$ cat src/rtl/input_check_seq.sv
// input_check_seq: checks player digits against the sequence just displayed.
// Optional no-input timeout enabled by defining INPUT_TIMEOUT_EN.
module input_check_seq #(
  parameter int TIMEOUT_TICKS = 5
) (
  input  logic        clk,
  input  logic        rst,
  input  logic        displayDone,
  input  logic [2:0]  curLvl,
  input  logic [19:0] seq,
  input  logic [3:0]  digitIn,
  input  logic        digitValid,
  input  logic        timer,
  output logic        inputActive,
  output logic [2:0]  digitIdx,
  output logic        pass,
  output logic        fail,
  output logic        enable_to_timer
);

  typedef enum logic [1:0] {
    IDLE,
    COLLECT,
    DONE
  } state_t;

  state_t      state_q, state_d;
  logic [19:0] seq_q, seq_d;
  logic [2:0]  lvl_q, lvl_d;
  logic [2:0]  idx_q, idx_d;
  logic        act_q, act_d;
  logic        pass_q, pass_d;
  logic        fail_q, fail_d;
  logic        en_q, en_d;
  logic [3:0]  nib;
  logic [2:0]  lvl_clamp;
  logic        last;

`ifdef INPUT_TIMEOUT_EN
  localparam bit TMO_EN = 1'b1;
  logic [2:0] tick_q, tick_d;
  logic       tmo;
  assign tmo = timer && (tick_q == 3'(TIMEOUT_TICKS - 1));
`else
  localparam bit TMO_EN = 1'b0;
  logic unused_tmo;
  assign unused_tmo = timer & (TIMEOUT_TICKS > 0);
`endif

  always_comb begin
    case (idx_q)
      3'd0:    nib = seq_q[19:16];
      3'd1:    nib = seq_q[15:12];
      3'd2:    nib = seq_q[11:8];
      3'd3:    nib = seq_q[7:4];
      default: nib = seq_q[3:0];
    endcase
  end

  // Level 0 still checks one digit; 6 and 7 saturate at five.
  always_comb begin
    case (curLvl)
      3'd0:       lvl_clamp = 3'd1;
      3'd6, 3'd7: lvl_clamp = 3'd5;
      default:    lvl_clamp = curLvl;
    endcase
  end

  assign last = ((idx_q + 3'd1) == lvl_q);

  always_comb begin
    state_d = state_q;
    seq_d   = seq_q;
    lvl_d   = lvl_q;
    idx_d   = idx_q;
    act_d   = act_q;
    pass_d  = 1'b0;
    fail_d  = 1'b0;
    en_d    = en_q;
`ifdef INPUT_TIMEOUT_EN
    tick_d  = tick_q;
`endif
    unique case (state_q)
      IDLE: begin
        if (displayDone) begin
          seq_d   = seq;
          lvl_d   = lvl_clamp;
          idx_d   = 3'd0;
          act_d   = 1'b1;
          en_d    = TMO_EN;
          state_d = COLLECT;
`ifdef INPUT_TIMEOUT_EN
          tick_d  = 3'd0;
`endif
        end
      end
      COLLECT: begin
        if (digitValid) begin
          if (digitIn != nib) begin
            fail_d  = 1'b1;
            act_d   = 1'b0;
            en_d    = 1'b0;
            state_d = DONE;
          end else if (last) begin
            pass_d  = 1'b1;
            act_d   = 1'b0;
            en_d    = 1'b0;
            state_d = DONE;
          end else begin
            idx_d   = idx_q + 3'd1;
`ifdef INPUT_TIMEOUT_EN
            tick_d  = 3'd0;
`endif
          end
`ifdef INPUT_TIMEOUT_EN
        end else if (tmo) begin
          fail_d  = 1'b1;
          act_d   = 1'b0;
          en_d    = 1'b0;
          state_d = DONE;
        end else if (timer) begin
          tick_d  = tick_q + 3'd1;
`endif
        end
      end
      DONE: begin
        idx_d   = 3'd0;
        act_d   = 1'b0;
        en_d    = 1'b0;
        state_d = IDLE;
      end
      default: state_d = IDLE;
    endcase
  end

  always_ff @(posedge clk) begin
    if (!rst) begin
      state_q <= IDLE;
      seq_q   <= 20'h0;
      lvl_q   <= 3'd0;
      idx_q   <= 3'd0;
      act_q   <= 1'b0;
      pass_q  <= 1'b0;
      fail_q  <= 1'b0;
      en_q    <= 1'b0;
`ifdef INPUT_TIMEOUT_EN
      tick_q  <= 3'd0;
`endif
    end else begin
      state_q <= state_d;
      seq_q   <= seq_d;
      lvl_q   <= lvl_d;
      idx_q   <= idx_d;
      act_q   <= act_d;
      pass_q  <= pass_d;
      fail_q  <= fail_d;
      en_q    <= en_d;
`ifdef INPUT_TIMEOUT_EN
      tick_q  <= tick_d;
`endif
    end
  end

  assign inputActive     = act_q;
  assign digitIdx        = idx_q;
  assign pass            = pass_q;
  assign fail            = fail_q;
  assign enable_to_timer = en_q;

endmodule

$ cat config.mk
export PLATFORM = sky130hd
export DESIGN_NAME = input_check_seq
export DESIGN_NICKNAME = d
export VERILOG_FILES = /design/src/rtl/input_check_seq.sv
export SDC_FILE = /design/constraint.sdc
export NUM_CORES = 1
export LEC_CHECK = 0
export CELL_PAD_IN_SITES_DETAIL_PLACEMENT = 0
export CELL_PAD_IN_SITES_GLOBAL_PLACEMENT = 1
export CORE_ASPECT_RATIO = 0.6
export CORE_MARGIN = 5
export CORE_UTILIZATION = 25
export CTS_CLUSTER_SIZE = 20
export DETAILED_ROUTE_END_ITERATION = 6
export DONT_BUFFER_PORTS = 1
export PLACE_DENSITY = 0.49
export SETUP_SLACK_MARGIN = 0.3
export SYNTH_ARGS = -nofsm -noshare
export SYNTH_HDL_FRONTEND = slang
export SYNTH_SLANG_ARGS = --single-unit
$ cat constraint.sdc
create_clock -name clk -period 5.41 [get_ports clk]
set_input_delay 1.3525 -clock clk [delete_from_list [all_inputs] [get_ports clk]]
set_output_delay 1.3525 -clock clk [all_outputs]
set_load 0.02 [all_outputs]
==> results.ini, run 1 <==
[outcome]
outcome = complete, no violations

[global_routing]
grt_pass1_vias = 1221
grt_pass1_wl_um = 6530
grt_antenna_before_repair = 0
overflow = 0
track_usage_pct = 10.6
grt_max_degree = 24

[placement]
place_hpwl_um = 3030
dpl_cell_area_um2 = 1590
gp_congestion = 0.775
dp_slack_ns = 2.91
io_buffers = 0

[cts]
cts_made_buffers = 5
cts_resized = 0
cts.sinks = 31
htree_levels = 2
clk_latency_ns = 0.28
post_cts_buffers = 0
cts_max_path_buffers = 2
path_clk_slew_ns = 0.07
hold_buffers = 0
cts_tree = built
cts-root-buf = clkbuf_8

[worst_setup_path]
worst-path-max-fanout = 8
cp_cell_sequence = inv_1 > ha_1 > a22oi_1 > a31oi_1 > xnor2_1 > nand4_2 > o21ai_1 > mux2i_1
reg2reg_slack_ns = 2.92
start_kind = register
worstSetupPathType = reg -> reg
arrival_ns = 2.69
crit_path_top_delay_cell = dfxtp_1
r2r-end = inputActive$_SDFFE_PN0P_
timing.rr.start = digitIdx[0]$_SDFFE_PN0P_
cp-end-kind = register
worst-r2r-cell-count = 8
max_stage_delay_ns = 0.65
crit_required_ns = 5.61

[drt]
ant_nets = 0
top_layer_used = met4
wl_per_cell_um = 14.8
wl_met1_um = 2150
wl_met2_um = 1580
dr_total_vias = 1232
routed_wl_um = 3990
drc = 0
drtPass1Iterations = 4
wl_met3_um = 208
drtIter0Drc = 46
viasPerCell = 4.56

[timing]
rsz0062_at_grt = no
slew_viol_final = 0
whs_ns = 0.461
hold_viol_final = 0
timing.final.ws_setup_ns = 2.92
min_period_ns = 2.49
maxSlewHeadroom_pct = 42.4
setup_tns_ns = 0
setup_viol = 0
fin_skew_ns = 0.00931
timing.final.crit_share_pct = 46.0
max_freq_mhz = 402
tightest_slew_ns = 0.864

[synthesis]
yosys_warnings = 0
synth_top_area_cell = dfxtp_1
synthTopCellsByArea = dfxtp_1 (41%), nand2_1 (13%), a21oi_1 (7.5%), ha_1 (7.4%), a22oi_1 (3.9%)
ys.flop_type = dfxtp_1
avgSynthCellArea_um2 = 8.14
ys_seq_area_share_pct = 40.6
ys_types = 35
synthArstFlopShare_pct = 0
synth_top_area_share_pct = 40.6
syn-cell-area_um2 = 1530
ys_ff_latch = 31
synth_enable_flop_cells = 0
synthCells = 188
syn-num-nets = 229

[hold_path]
worstHoldStart = seq_q[7]$_SDFFE_PN0P_
hold_end = seq_q[7]$_SDFFE_PN0P_
whs_path_depth = 2
min_path_type = reg -> reg

[floorplanning]
dieArea_um2 = 7840
core-area_um2 = 6030
ios = 39
start_util_pct = 25.4
rows = 22
fp.dieW_um = 111
die_y_um = 70.6

[layout]
drive_above_1_share_pct = 7.53
area_growth_pct = 10.7
nets = 226
multi_input_area_um2 = 835
finalInstanceArea_um2 = 1690
final.fill_count = 652
antenna_cells = 0
seqCellArea_um2 = 621

[power]
power_density_nw_per_um2 = 424
power.static_leakage_nw = 0.611
ir_drop_mv = 0.103

[run]
maxCapViolations = 0

-- cell families (layout without fill, tap and decap cells) --
group,count (synthesis),after routing,synth area share [%]
adder cells (fa/ha/maj),9,9,7.36
buffers and inverters,19,17,4.91
flip-flops,31,31,40.6
multiplexers,2,2,1.31
AO/OA/AOI/OAI,47,47,20.0
AND/OR/NAND/NOR,71,71,21.0
other,1,1,0.245
XOR/XNOR,8,8,4.58
-- layer usage --
metal	GRT usage, %	up-vias
met2	14.0	28
met1	15.4	563
li1	-	636
met3	3.93	5
met4	3.69	0
met5	0	-
-- cell usage after synthesis, drive strengths merged, types with 3 or more instances --
cell type,instances
buf,3
xnor2,6
nor2,4
inv,9
nor2b,4
nand2,51
a22oi,8
a31oi,5
clkbuf,7
nand4,3
dfxtp,31
ha,9
a21oi,23
o21ai,3
-- cell type report --
type                    count  share of cell area, %
inverters                   9                   1.99
clock buffers               8                   5.91
multi-input cells         138                   49.3
flip-flops and latches     31                   36.6
well taps                  84                   6.20
-- report_power, final --
part | switching [W] | internal, W
registers | 0.0000322 | 0.000270
clock network | 0.0000848 | 0.000116
logic | 0.000139 | 0.0000771
total | 0.000256 | 0.000463
-- critical path: cells and delay by family, from the launching register on --
kind	cells	cell delay [ns]
fa+ha+maj	1	0.28
flops	1	0.65
mux	1	0.20
compound gates	3	0.66
buf+inv	1	0.13
simple gates	1	0.25
xor+xnor	1	0.24
-- registers in the layout, summed over array words and instances (netlist names) --
register	count
seq_q	20
digitIdx	3
state_q	2
fail	1
pass	1
inputActive	1
lvl_q	3
-- layout by cell type (no fill, tap or decap), drive strengths merged --
cell     count
clkbuf       8
inv          9
a22oi        8
o2111ai      2
o21ai        3
xnor2        6
conb         1
xor2         2
nor2b        4
o22ai        1
o221a        1
nand4b       1
o211ai       1
o221ai       2
nor3         2
ha           9
nand3b       1
nand3        2
nor2         4
mux2i        2
a31oi        5
o21bai       1
nand4        3
nand2       51
and2         1
and4         1
nand2b       1
a21oi       23
dfxtp       31
-- per-stage QoR --
step,power [W],util (%),instances
finish,0.000719,28.1,270
global route,0.000775,28.1,270
CTS,0.000731,28.1,270
detailed placement,0.000527,26.4,262
global placement,0.000520,26.4,262
floorplan,0.000478,-,188
-- how the worst max path moves through the flow --
stage,startpoint,to,slack [ns],depth (start not counted)
6_report,digitIdx[0]$_SDFFE_PN0P_,inputActive$_SDFFE_PN0P_,2.92,8
4_1_cts,digitIdx[0]$_SDFFE_PN0P_,inputActive$_SDFFE_PN0P_,2.93,8
3_3_place_gp,digitIdx[0]$_SDFFE_PN0P_,inputActive$_SDFFE_PN0P_,2.98,8
3_5_place_dp,displayDone,seq_q[16]$_SDFFE_PN0P_,2.91,3
2_1_floorplan,digitIn[0],state_q[1]$_SDFFE_PN0P_,3.21,4
5_1_grt,digitIdx[0]$_SDFFE_PN0P_,inputActive$_SDFFE_PN0P_,2.68,8
No activity file was read; power rests on OpenSTA's default activity.
==> run 2, diff against run 1 <==
==> constraint.sdc (replaced) <==
create_clock -name clk -period 2.5 [get_ports clk]
set_input_delay 0.625 -clock clk [delete_from_list [all_inputs] [get_ports clk]]
set_output_delay 0.625 -clock clk [all_outputs]
set_load 0.02 [all_outputs]
==> run 2 against run 1 <==
Sequential share of layout area decreased by 2.2 points. Clock power increased by 120%. Sequential power increased by 120%. Global-route usage decreased by 0.17 points. Routed wire length increased by 3.0%. Combinational power increased by 120%. Utilization increased by 2.0 points. Total power increased by 120%. Critical endpoint is now digitIdx[2]$_SDFFE_PN0P_. Worst setup slack got worse by 2.5 ns. Largest power group unchanged. Highest routed layer unchanged.
==> results.ini, run 2 (synthesis gave the netlist of run 1 again) <==
[outcome]
outcome = complete, no violations  ; unchanged

[floorplanning]
core-area_um2 = 6030  ; unchanged
dieArea_um2 = 7840  ; unchanged
fp.dieW_um = 111  ; unchanged
ios = 39  ; unchanged
start_util_pct = 25.4  ; unchanged
die_y_um = 70.6  ; unchanged
rows = 22  ; unchanged

[worst_setup_path]
worst-path-max-fanout = 6  ; was 8
timing.rr.start = digitIdx[0]$_SDFFE_PN0P_  ; unchanged
r2r-end = digitIdx[2]$_SDFFE_PN0P_  ; was inputActive$_SDFFE_PN0P_
start_kind = register  ; unchanged
reg2reg_slack_ns = 0.42  ; was 2.92 ns
worst-r2r-cell-count = 8  ; unchanged
worstSetupPathType = reg -> reg  ; unchanged
cp-end-kind = register  ; unchanged
arrival_ns = 2.23  ; was 2.69 ns
crit_required_ns = 2.65  ; was 5.61 ns

[drt]
wl_per_cell_um = 15.0  ; was 14.8 µm
drc = 0  ; unchanged
wl_met1_um = 2210  ; was 2150 µm
drtIter0Drc = 34  ; was 46
ant_nets = 0  ; unchanged
dr_total_vias = 1243  ; was 1232
viasPerCell = 4.54  ; was 4.56
wl_met2_um = 1690  ; was 1580 µm
drtPass1Iterations = 4  ; unchanged
routed_wl_um = 4110  ; was 3990 µm
wl_met3_um = 179  ; was 208 µm
top_layer_used = met4  ; unchanged

[global_routing]
grt_max_degree = 24  ; unchanged
grt_pass1_wl_um = 6430  ; was 6530 µm
overflow = 0  ; unchanged
grt_antenna_before_repair = 0  ; unchanged
track_usage_pct = 10.4  ; was 10.6%
grt_pass1_vias = 1190  ; was 1221

[power]
ir_drop_mv = 0.199  ; was 0.103 mV
p_switching_w = 0.000585  ; was 0.000256 W
power_density_nw_per_um2 = 878  ; was 424 nW/µm²
power.static_leakage_nw = 0.635  ; was 0.611 nW
seqPwrFrac_pct = 41.3  ; was 42.0%
clkPwrFrac_pct = 28.3  ; was 27.9%
power.total_w = 0.00159  ; was 0.000719 W
p_comb_share_pct = 30.4  ; was 30.1%
swShare_pct = 36.7  ; was 35.6%
intPower_w = 0.00101  ; was 0.000463 W

[layout]
largest_reg_flops = 20  ; unchanged
nets = 230  ; was 226
multi_input_area_um2 = 917  ; was 835 µm²
area_growth_pct = 18.6  ; was 10.7%
final_cell_mix = nand2_1 (51), dfxtp_1 (29), a21oi_1 (23)  ; was nand2_1 (51), dfxtp_1 (31), a21oi_1 (23)
finalInstanceArea_um2 = 1820  ; was 1690 µm²
seqCellArea_um2 = 626  ; was 621 µm²
antenna_cells = 0  ; unchanged
regMostFlops = seq_q  ; unchanged
utilization_pct = 30.1  ; was 28.1%
drive_above_1_share_pct = 18.4  ; was 7.53%
final.fill_count = 648  ; was 652
final_common_cell = nand2_1  ; unchanged

[cts]
cts.sinks = 31  ; unchanged
hold_buffers = 0  ; unchanged
path_clk_slew_ns = 0.07  ; about the same
cts_made_buffers = 5  ; unchanged
cts_tree = built  ; unchanged
clk_latency_ns = 0.28  ; about the same
cts-root-buf = clkbuf_8  ; unchanged
htree_levels = 2  ; unchanged
cts_max_path_buffers = 2  ; unchanged

[timing]
rsz0062_at_grt = no  ; unchanged
setup_viol = 0  ; unchanged
timing.final.crit_share_pct = 83.2  ; was 46.0%
max_freq_mhz = 481  ; was 402 MHz
tightest_slew_ns = 0.854  ; was 0.864 ns
fin_skew_ns = 0.0136  ; was 0.00931 ns
setup_tns_ns = 0  ; unchanged
min_period_ns = 2.08  ; was 2.49 ns
hold_viol_final = 0  ; unchanged
slew_viol_final = 0  ; unchanged
maxSlewHeadroom_pct = 43.1  ; was 42.4%

[placement]
dpl_cell_area_um2 = 1620  ; was 1590 µm²
gp_congestion = 0.776  ; was 0.775
io_buffers = 0  ; unchanged
place_hpwl_um = 3050  ; was 3030 µm

[hold_path]
whs_path_depth = 2  ; unchanged
hold_end = seq_q[12]$_SDFFE_PN0P_  ; was seq_q[7]$_SDFFE_PN0P_
min_path_type = reg -> reg  ; unchanged
worstHoldStart = seq_q[12]$_SDFFE_PN0P_  ; was seq_q[7]$_SDFFE_PN0P_

[run]
maxCapViolations = 0  ; unchanged

==> run 2: changes by cell type in the layout (fill, tap and decap cells not counted), sizes merged <==
cell / before / now
clkbuf: 8 / 7
clkinvlp: 0 / 1
buf: 0 / 4
==> run 2: critical path, stage by stage, from the launching register on <==
cell and delay, ns:
dfxtp_4 0.38, ha_2 0.20, ha_4 0.18, a22oi_2 0.15, a31oi_1 0.12, xnor2_1 0.27
nand4_2 0.26, o2111ai_1 0.26, o221ai_1 0.13
==> run 2: power groups by stage <==
stage | Combinational, W | Clock (W) | Sequential [W]
2_1_floorplan | 0.000390 | 0 | 0.000644
3_3_place_gp | 0.000464 | 0 | 0.000662
3_5_place_dp | 0.000474 | 0 | 0.000665
4_1_cts | 0.000474 | 0.000462 | 0.000654
5_1_grt | 0.000551 | 0.000484 | 0.000668
6_report | 0.000484 | 0.000452 | 0.000658
==> run 2: metal layers <==
metal | vias to the layer above | global-route usage [%]
met5 | - | 0
met4 | 0 | 3.28
met3 | 2 | 3.59
met2 | 25 | 13.6
met1 | 574 | 15.7
li1 | 642 | -
==> run 2: worst max-delay path by stage <==
stage	cells after the start	slack, ns	endpoint	start
finish	8	0.42	digitIdx[2]$_SDFFE_PN0P_	digitIdx[0]$_SDFFE_PN0P_
global placement	8	0.29	inputActive$_SDFFE_PN0P_	digitIdx[0]$_SDFFE_PN0P_
floorplan	8	0.48	state_q[1]$_SDFFE_PN0P_	digitIdx[0]$_SDFFE_PN0P_
global route	8	0.29	digitIdx[2]$_SDFFE_PN0P_	digitIdx[0]$_SDFFE_PN0P_
CTS	8	0.31	inputActive$_SDFFE_PN0P_	digitIdx[0]$_SDFFE_PN0P_
detailed placement	8	0.26	digitIdx[1]$_SDFFE_PN0P_	digitIdx[0]$_SDFFE_PN0P_
==> run 2: layout make-up <==
| cell class | instances | area share (%) |
|---|---|---|
| multi-input combinational | 138 | 50.5 |
| sequential | 31 | 34.5 |
| tap | 84 | 5.79 |
| clock buffer | 7 | 5.31 |
| inverter | 9 | 1.86 |
| timing repair buffer | 4 | 1.65 |
| clock inverter | 1 | 0.414 |
==> run 2: per-stage QoR <==
| stage | hold slack (ns) | worst slack [ns] | instances |
|---|---|---|---|
| after global routing | 0.459 | 0.292 | 274 |
| final | 0.461 | 0.421 | 274 |
| after detailed placement | 0.450 | 0.256 | 265 |
| after CTS | 0.460 | 0.310 | 273 |
| after global placement | 0.448 | 0.290 | 265 |
| after floorplan | 0.436 | 0.478 | 188 |
==> run 2: timing repair <==
item | CTS | global route
setup endpoints to repair | 5 | 6
pin swaps | 1 | 7
gates cloned | 0 | 0
endpoints found under the hold margin | 0 | 0
setup buffers | 0 | 1
gates resized for setup | 1 | 19
==> run 3, diff against run 2 <==
==> constraint.sdc (replaced) <==
create_clock -name clk -period 2.1 [get_ports clk]
set_input_delay 0.525 -clock clk [delete_from_list [all_inputs] [get_ports clk]]
set_output_delay 0.525 -clock clk [all_outputs]
set_load 0.02 [all_outputs]
==> run 3 against run 2 <==
Die area stayed put. Non-clock buffer count up 7. Fmax is 0.82% higher. First-iteration DRC count rose by 56%. Critical path type unchanged. Final cell count grew 2.6%. Utilization is 1.1 points higher. Total power grew 21%. Via count is 3.6% higher. Sequential power up 19%. Flip-flop and latch count unchanged.
==> results.ini, run 3 (synthesis gave the netlist of run 1 again) <==
[worst_setup_path]
crit_path_top_delay_cell = dfxtp_4  ; unchanged
crit_start = digitIdx[1]$_SDFFE_PN0P_  ; was digitIdx[0]$_SDFFE_PN0P_
reg2reg_slack_ns = 0.04  ; was 0.42 ns
r2r-end = digitIdx[1]$_SDFFE_PN0P_  ; was digitIdx[2]$_SDFFE_PN0P_
crit_required_ns = 2.25  ; was 2.65 ns
timing.rr.start = digitIdx[1]$_SDFFE_PN0P_  ; was digitIdx[0]$_SDFFE_PN0P_
worst-path-max-fanout = 6  ; unchanged
cp_cell_sequence = inv_2 > ha_2 > a22oi_2 > a31oi_1 > xnor2_1 > nand4_2 > o2111ai_1 > o221ai_1  ; was ha_2 > ha_4 > a22oi_2 > a31oi_1 > xnor2_1 > nand4_2 > o2111ai_1 > o221ai_1
cp-end-kind = register  ; unchanged
worst-r2r-cell-count = 8  ; unchanged
start_kind = register  ; unchanged
worstSetupPathType = reg -> reg  ; unchanged
arrival_ns = 2.21  ; was 2.23 ns
endpoint = digitIdx[1]$_SDFFE_PN0P_  ; was digitIdx[2]$_SDFFE_PN0P_
max_stage_delay_ns = 0.43  ; was 0.38 ns

[floorplanning]
start_util_pct = 25.4  ; unchanged
die_y_um = 70.6  ; unchanged
ios = 39  ; unchanged
rows = 22  ; unchanged
fp.dieW_um = 111  ; unchanged
dieArea_um2 = 7840  ; unchanged
core-area_um2 = 6030  ; unchanged

[drt]
drc = 0  ; unchanged
ant_nets = 0  ; unchanged
dr_total_vias = 1288  ; was 1243
routed_wl_um = 4200  ; was 4110 µm
viasPerCell = 4.58  ; was 4.54
drtPass1Iterations = 4  ; unchanged
drtIter0Drc = 53  ; was 34
wl_per_cell_um = 15.0  ; about the same

[global_routing]
overflow = 0  ; unchanged
track_usage_pct = 10.9  ; was 10.4%
grt_pass1_wl_um = 6660  ; was 6430 µm
grt_max_degree = 24  ; unchanged
grt_pass1_vias = 1233  ; was 1190
grt_antenna_before_repair = 0  ; unchanged

[cts]
cts_tree = built  ; unchanged
htree_levels = 2  ; unchanged
clk_latency_ns = 0.28  ; about the same
path_clk_slew_ns = 0.07  ; about the same
cts-root-buf = clkbuf_8  ; unchanged
hold_buffers = 0  ; unchanged
cts_max_path_buffers = 2  ; unchanged
cts_made_buffers = 5  ; unchanged
cts.sinks = 31  ; unchanged

[placement]
gp_congestion = 0.782  ; was 0.776
io_buffers = 0  ; unchanged
place_hpwl_um = 3070  ; was 3050 µm
place_inst = 265  ; unchanged
dp_slack_ns = 0.00298  ; was 0.256 ns

[timing]
timing.final.crit_share_pct = 98.2  ; was 83.2%
fin_skew_ns = 0.00279  ; was 0.0136 ns
maxSlewHeadroom_pct = 50.6  ; was 43.1%
rsz0062_at_grt = yes  ; was no
timing.final.ws_setup_ns = 0.0380  ; was 0.421 ns
slew_viol_final = 0  ; unchanged
setup_viol = 0  ; unchanged
max_freq_mhz = 485  ; was 481 MHz
hold_viol_final = 0  ; unchanged
tightest_slew_ns = 0.741  ; was 0.854 ns
min_period_ns = 2.06  ; was 2.08 ns

[layout]
multi_input_area_um2 = 927  ; was 917 µm²
antenna_cells = 0  ; unchanged
regMostFlops = seq_q  ; unchanged
drive_above_1_share_pct = 23.4  ; was 18.4%
area_growth_pct = 23.0  ; was 18.6%
final_cells = 281  ; was 274
seqCellArea_um2 = 629  ; was 626 µm²
final_cell_mix = nand2_1 (51), dfxtp_1 (28), a21oi_1 (22)  ; was nand2_1 (51), dfxtp_1 (29), a21oi_1 (23)
final_common_cell = nand2_1  ; unchanged
largest_reg_flops = 20  ; unchanged
nets = 237  ; was 230
final.fill_count = 639  ; was 648

[outcome]
outcome = complete, no violations  ; unchanged

[hold_path]
min_path_type = in -> reg  ; was reg -> reg

[run]
maxCapViolations = 0  ; unchanged

[power]
ir_drop_mv = 0.237  ; was 0.199 mV
power.static_leakage_nw = 0.672  ; was 0.635 nW
power.total_w = 0.00193  ; was 0.00159 W
power_density_nw_per_um2 = 1030  ; was 878 nW/µm²

run 3: critical path, delay by kind of cell (launching register included):
family          cells  cell delay (ns)
compound gates      4             0.67
xor+xnor            1             0.28
fa+ha+maj           1             0.22
buf+inv             1             0.07
flops               1             0.43
simple gates        1             0.26
run 3: final cells by class:
class | instances | area share [%]
Sequential cell | 31 | 33.4
Clock buffer | 8 | 5.32
Inverter | 9 | 1.80
Tap cell | 84 | 5.59
Timing Repair Buffer | 11 | 4.59
Multi-Input combinational cell | 138 | 49.3
run 3: worst min path at each step:
stage | cells after the start | end | start
after floorplan | 2 | seq_q[12]$_SDFFE_PN0P_ | seq_q[12]$_SDFFE_PN0P_
after global placement | 2 | seq_q[14]$_SDFFE_PN0P_ | seq_q[14]$_SDFFE_PN0P_
after detailed placement | 2 | seq_q[14]$_SDFFE_PN0P_ | seq_q[14]$_SDFFE_PN0P_
after CTS | 2 | seq_q[5]$_SDFFE_PN0P_ | seq[5]
after global routing | 2 | seq_q[11]$_SDFFE_PN0P_ | seq[11]
final | 2 | seq_q[11]$_SDFFE_PN0P_ | seq[11]
run 3: timing repair:
item,4_1_cts,5_1_grt
gates resized for setup,11,4
pin swaps,11,5
endpoints found under the setup margin,7,31
hold endpoints to repair,0,0
setup buffers,6,2
run 3: layer usage:
layer / routed length (µm) / up-vias / GRT usage (%)
met5: 0 / - / 0
met4: 51 / 0 / 3.28
met3: 182 / 4 / 3.42
met2: 1660 / 26 / 15.2
met1: 2300 / 601 / 16.0
li1: - / 657 / -
run 3: metrics by stage:
stage / cell area (µm²) / TNS [ns] / utilization [%] / hold WS [ns]
final: 1880 / 0 / 31.2 / 0.375
after global routing: 1880 / -0.293 / 31.2 / 0.370
after CTS: 1850 / 0 / 30.7 / 0.369
after detailed placement: 1660 / 0 / 27.5 / 0.452
after global placement: 1660 / 0 / 27.5 / 0.449
after floorplan: 1570 / 0 / - / 0.436
run 3: power breakdown:
group	internal [W]	switching (W)	total (W)	leakage, nW
sequential	0.000693	0.0000903	0.000783	0.256
combinational	0.000248	0.000382	0.000630	0.364
clock	0.000299	0.000220	0.000519	0.0515
